## config.mk

```make
export PLATFORM = sky130hd
export DESIGN_NAME = mem_arbiter
export DESIGN_NICKNAME = d
export VERILOG_FILES = /design/src/rtl/mem_arbiter.sv
export SDC_FILE = /design/constraint.sdc
export NUM_CORES = 1
export LEC_CHECK = 0
export CAP_MARGIN = 25
export CELL_PAD_IN_SITES_DETAIL_PLACEMENT = 1
export CELL_PAD_IN_SITES_GLOBAL_PLACEMENT = 1
export CORE_MARGIN = 2
export CORE_UTILIZATION = 11
export DETAILED_ROUTE_END_ITERATION = 12
export GPL_TIMING_DRIVEN = 1
export PLACE_DENSITY_LB_ADDON = 0.1
export SLEW_MARGIN = 10
export SYNTH_ARGS = -nofsm -noshare
export SYNTH_HDL_FRONTEND = slang
export SYNTH_SLANG_ARGS = --single-unit
```

## constraint.sdc

```tcl
create_clock -name Clk -period 3.35 [get_ports Clk]
set_clock_uncertainty 0.2 [all_clocks]
set_input_delay 0.67 -clock Clk [delete_from_list [all_inputs] [get_ports Clk]]
set_output_delay 0.67 -clock Clk [all_outputs]
set_load 0.1 [all_outputs]
```

## src/rtl/mem_arbiter.sv

```systemverilog
// mem_arbiter: two-requester round-robin arbiter in front of a synchronous
// single-port RAM that has a 1-cycle read latency.
//
// Handshake: a requester raises Req with We/Addr/WData and holds all four
// stable until the cycle in which its Gnt is high. The RAM access is issued
// in that Gnt cycle. Req may drop or change at the clock edge that ends the
// Gnt cycle. A granted read returns RValid one cycle after Gnt, with RData on
// the shared RData bus. Dropping Req before Gnt abandons the request.
//
// Optional feature: define MEM_ARB_STATS_EN to add the saturating 16-bit
// per-requester grant counters Gnt_Cnt0/Gnt_Cnt1.
//
// Prio is brought out as a debug output so the round-robin state is visible.
module mem_arbiter #(
    parameter int ADDR_W = 6,
    parameter int DATA_W = 32
) (
    input  logic              Clk,
    input  logic              Rst,
    input  logic              Req0,
    input  logic              Req1,
    input  logic              We0,
    input  logic              We1,
    input  logic [ADDR_W-1:0] Addr0,
    input  logic [ADDR_W-1:0] Addr1,
    input  logic [DATA_W-1:0] WData0,
    input  logic [DATA_W-1:0] WData1,
    output logic              Gnt0,
    output logic              Gnt1,
    output logic              RValid0,
    output logic              RValid1,
    output logic [DATA_W-1:0] RData,
    output logic              Ram_En,
    output logic              Ram_We,
    output logic [ADDR_W-1:0] Ram_Addr,
    output logic [DATA_W-1:0] Ram_WData,
    input  logic [DATA_W-1:0] Ram_RData,
`ifdef MEM_ARB_STATS_EN
    output logic [15:0]       Gnt_Cnt0,
    output logic [15:0]       Gnt_Cnt1,
`endif
    output logic              Prio
);

    // Requests that are eligible this cycle: the requester currently holding
    // the grant is masked so it is never granted two cycles in a row.
    logic elig0;
    logic elig1;
    logic gnt_nxt0;
    logic gnt_nxt1;

    assign elig0 = Req0 & ~Gnt0;
    assign elig1 = Req1 & ~Gnt1;

    // Next-grant selection: single eligible request wins, ties go to Prio.
    always_comb begin
        gnt_nxt0 = 1'b0;
        gnt_nxt1 = 1'b0;
        if (elig0 && elig1) begin
            if (Prio) begin
                gnt_nxt1 = 1'b1;
            end else begin
                gnt_nxt0 = 1'b1;
            end
        end else begin
            gnt_nxt0 = elig0;
            gnt_nxt1 = elig1;
        end
    end

    // Grant register and round-robin pointer; Prio flips to the other
    // requester whenever a grant is issued.
    always_ff @(posedge Clk) begin
        if (Rst) begin
            Gnt0 <= 1'b0;
            Gnt1 <= 1'b0;
            Prio <= 1'b0;
        end else begin
            Gnt0 <= gnt_nxt0;
            Gnt1 <= gnt_nxt1;
            if (gnt_nxt0) begin
                Prio <= 1'b1;
            end else if (gnt_nxt1) begin
                Prio <= 1'b0;
            end
        end
    end

    // RAM port driven straight from the granted requester's inputs; held
    // idle during reset even if a grant was registered in that cycle.
    always_comb begin
        Ram_En    = 1'b0;
        Ram_We    = 1'b0;
        Ram_Addr  = '0;
        Ram_WData = '0;
        if (!Rst) begin
            if (Gnt0) begin
                Ram_En    = 1'b1;
                Ram_We    = We0;
                Ram_Addr  = Addr0;
                Ram_WData = WData0;
            end else if (Gnt1) begin
                Ram_En    = 1'b1;
                Ram_We    = We1;
                Ram_Addr  = Addr1;
                Ram_WData = WData1;
            end
        end
    end

    // Read-valid tracking: a granted read returns data one cycle later; a
    // reset at the Gnt edge cancels the pending return.
    always_ff @(posedge Clk) begin
        if (Rst) begin
            RValid0 <= 1'b0;
            RValid1 <= 1'b0;
        end else begin
            RValid0 <= Gnt0 & ~We0;
            RValid1 <= Gnt1 & ~We1;
        end
    end

    // Shared read-data bus: RAM output while a read returns, zero otherwise.
    always_comb begin
        RData = '0;
        if (RValid0 || RValid1) begin
            RData = Ram_RData;
        end
    end

`ifdef MEM_ARB_STATS_EN
    // Saturating per-requester grant counters.
    always_ff @(posedge Clk) begin
        if (Rst) begin
            Gnt_Cnt0 <= 16'h0000;
            Gnt_Cnt1 <= 16'h0000;
        end else begin
            if (Gnt0 && (Gnt_Cnt0 != 16'hFFFF)) begin
                Gnt_Cnt0 <= Gnt_Cnt0 + 16'h0001;
            end
            if (Gnt1 && (Gnt_Cnt1 != 16'hFFFF)) begin
                Gnt_Cnt1 <= Gnt_Cnt1 + 16'h0001;
            end
        end
    end
`endif

endmodule

```

==> run_results.csv <==
group,metric,value,unit
status,status,"finished clean",
worst_hold_path,min_path_cells,2,
finish,n_antenna_cell,0,
timing,setup_viol,0,
timing,post-route-period-util,89.4,%
timing,slew_headroom,47.1,%
route,wirelength,6.37,mm
route,drc,0,
cts,htreeDepth,1,
cts,cts_tree,"built",
finish,drive_above_1_share,31.0,%
finish,ff_latch_area,100,um2
finish,num-fill-cells,945,
route,drtIter0Drc,30,
worst_setup_path,cp.arrival,2.12,ns
worst_setup_path,r2r_cells,2,
yosys,avgSynthCellArea,8.49,um2
route,via_per_inst,4.29,
yosys,syn-num-nets,226,
timing,max_freq,334,MHz
floorplanning,dieArea,9400,um2
route,num_vias,1713,
global_routing,first_global_vias,1832,
cts,post_cts_resized,0,
finish,syn2layout_area_growth,244,%
global_routing,grt_max_degree,39,
yosys,ys_ff_latch,5,
place,io_buffer_count,190,
global_routing,grt_antenna_before_repair,0,
yosys,syn-instance-count,112,
finish,multiInputGateArea,712,um2
global_routing,grt_pass1_wl,9.79,mm
worst_hold_path,hp-class,"reg -> reg",
timing,hold_viol,0,
finish,final_util,39.4,%
cts,cts.clk_slew.worst_paths,0.03,ns
timing,slew_violations,0,
yosys,syn-cell-area,951,um2
timing,setup_tns,0,ns
worst_setup_path,end_kind,"primary output",
yosys,yosysSeqAreaShare,10.5,%
yosys,ys.warnings.count,0,
worst_setup_path,critPathKind,"in -> out",
floorplanning,io_pins,191,
floorplanning,core,8300,um2
cts,postCtsSetupRepairBufs,0,
power,power_density,239,nW/um2
yosys,yosysUniqueCellTypes,21,
finish,final_common_cell,"clkdlybuf4s50_1",
route,dr.pass1.iters,5,
timing,rsz0062_at_grt,"false",
cts,clockRootBuffer,"clkbuf_8",
cts,cts_hold_buf,0,
finish,final_area,3270,um2
run,maxCapViolCount,0,
finish,final_cell_mix,"clkdlybuf4s50_1 (113), buf_12 (42), buf_4 (40)",
timing,hold_slack,0.309,ns
timing,tightest_slew,0.792,ns
floorplanning,start_util,11.5,%
cts,clkSinkCount,5,
worst_setup_path,required,2.48,ns
floorplanning,num_rows,33,
floorplanning,die_h,97.0,um
worst_setup_path,cp_max_fo,31,
floorplanning,die_w,97.0,um
power,power.leakage,1.29,nW
route,ant_nets,0,
global_routing,grtUsageTotal,12.7,%
cts,cts.path.max_buffers,2,
global_routing,overflow,0,
timing,period_needed,2.99,ns
place,hpwl,5.18,mm
cts,cts_buffers,3,
worst_setup_path,cp-start-kind,"input port",
finish,fin_nets,409,
place,place.gp.congestion,0.747,
power,ir_drop,0.110,mV
route,routedWlPerCell,16.0,um
cts,clock_latency,0.22,ns
place,place_area,3230,um2
==> cells in the mapped netlist <==
cell type  count  area share [%]
a32o_1        38              40
o21ai_1        1            0.53
nor2b_1       25              16
o311a_1        1             1.1
a2111oi_0      1            0.92
dfxtp_1        5              11
nor2_1         4             1.6
nand2_1        1            0.39
nor2b_2        1            0.92
buf_6          9              11
nor3_1         1            0.53
clkbuf_1       4             1.6
a21oi_1        1            0.53
inv_2          1            0.39
buf_2          4             2.1
nand2b_1       1            0.66
and2b_1        9             7.1
nor2b_4        1             1.4
nand3b_1       1            0.79
or4b_1         1             1.1
inv_1          2            0.79
==> per-stage QoR <==
step | std cells | total power, W | setup WS [ns]
after floorplan | 112 | 0.000406 | -0.250
after global placement | 395 | 0.000671 | 0.367
after detailed placement | 395 | 0.000672 | 0.342
after CTS | 399 | 0.000789 | 0.331
after global routing | 399 | 0.000812 | 0.268
final | 399 | 0.000780 | 0.356
==> where the power goes <==
part,internal [W],switching (W),total (W)
clock,0.0000818,0.0000314,0.000113
combinational,0.000249,0.000350,0.000599
sequential,0.0000633,0.00000524,0.0000685
==> layer usage <==
metal  vias to the layer above  part of all wire [%]  GRT usage, %
met1                       779                    36          14.1
met5                         -                     0             0
met3                        10                    13          5.92
met4                         0                   2.0          3.68
met2                       117                    49          21.8
li1                        807                     -             -
==> critical path, stage by stage <==
cell and delay (ns):
clkdlybuf4s50_1 0.52, nor2b_4 0.29, buf_12 0.23, a32o_1 0.21, buf_12 0.19
==> area by class of cell <==
type,count,share of cell area (%)
Timing Repair Buffer,195,69.4
Multi-Input combinational cell,87,21.8
Tap cell,105,4.02
Sequential cell,5,3.06
Clock buffer,4,1.38
Inverter,3,0.344
==> sequential cells by signal (all words and copies together) (netlist names) <==
signal / flops
Gnt0: 1
RValid1: 1
RValid0: 1
Gnt1: 1
Prio: 1
==> kinds of logic after synthesis <==
logic type	count (synthesis)	synth area share [%]
buffers and inverters	20	15.5
DFF	5	10.5
and+or+nand+nor	45	30.9
AOI/OAI and AO/OA	42	43.0
==> final timing paths <==
path / start / endpoint / slack (ns)
min: Prio / Prio / 0.31
min reg2reg: Prio / Prio / 0.31
max: Rst / Ram_WData[21] / 0.36
max reg2reg: Gnt0 / RValid0 / 1.94
Power figures use the tool's default switching activity.
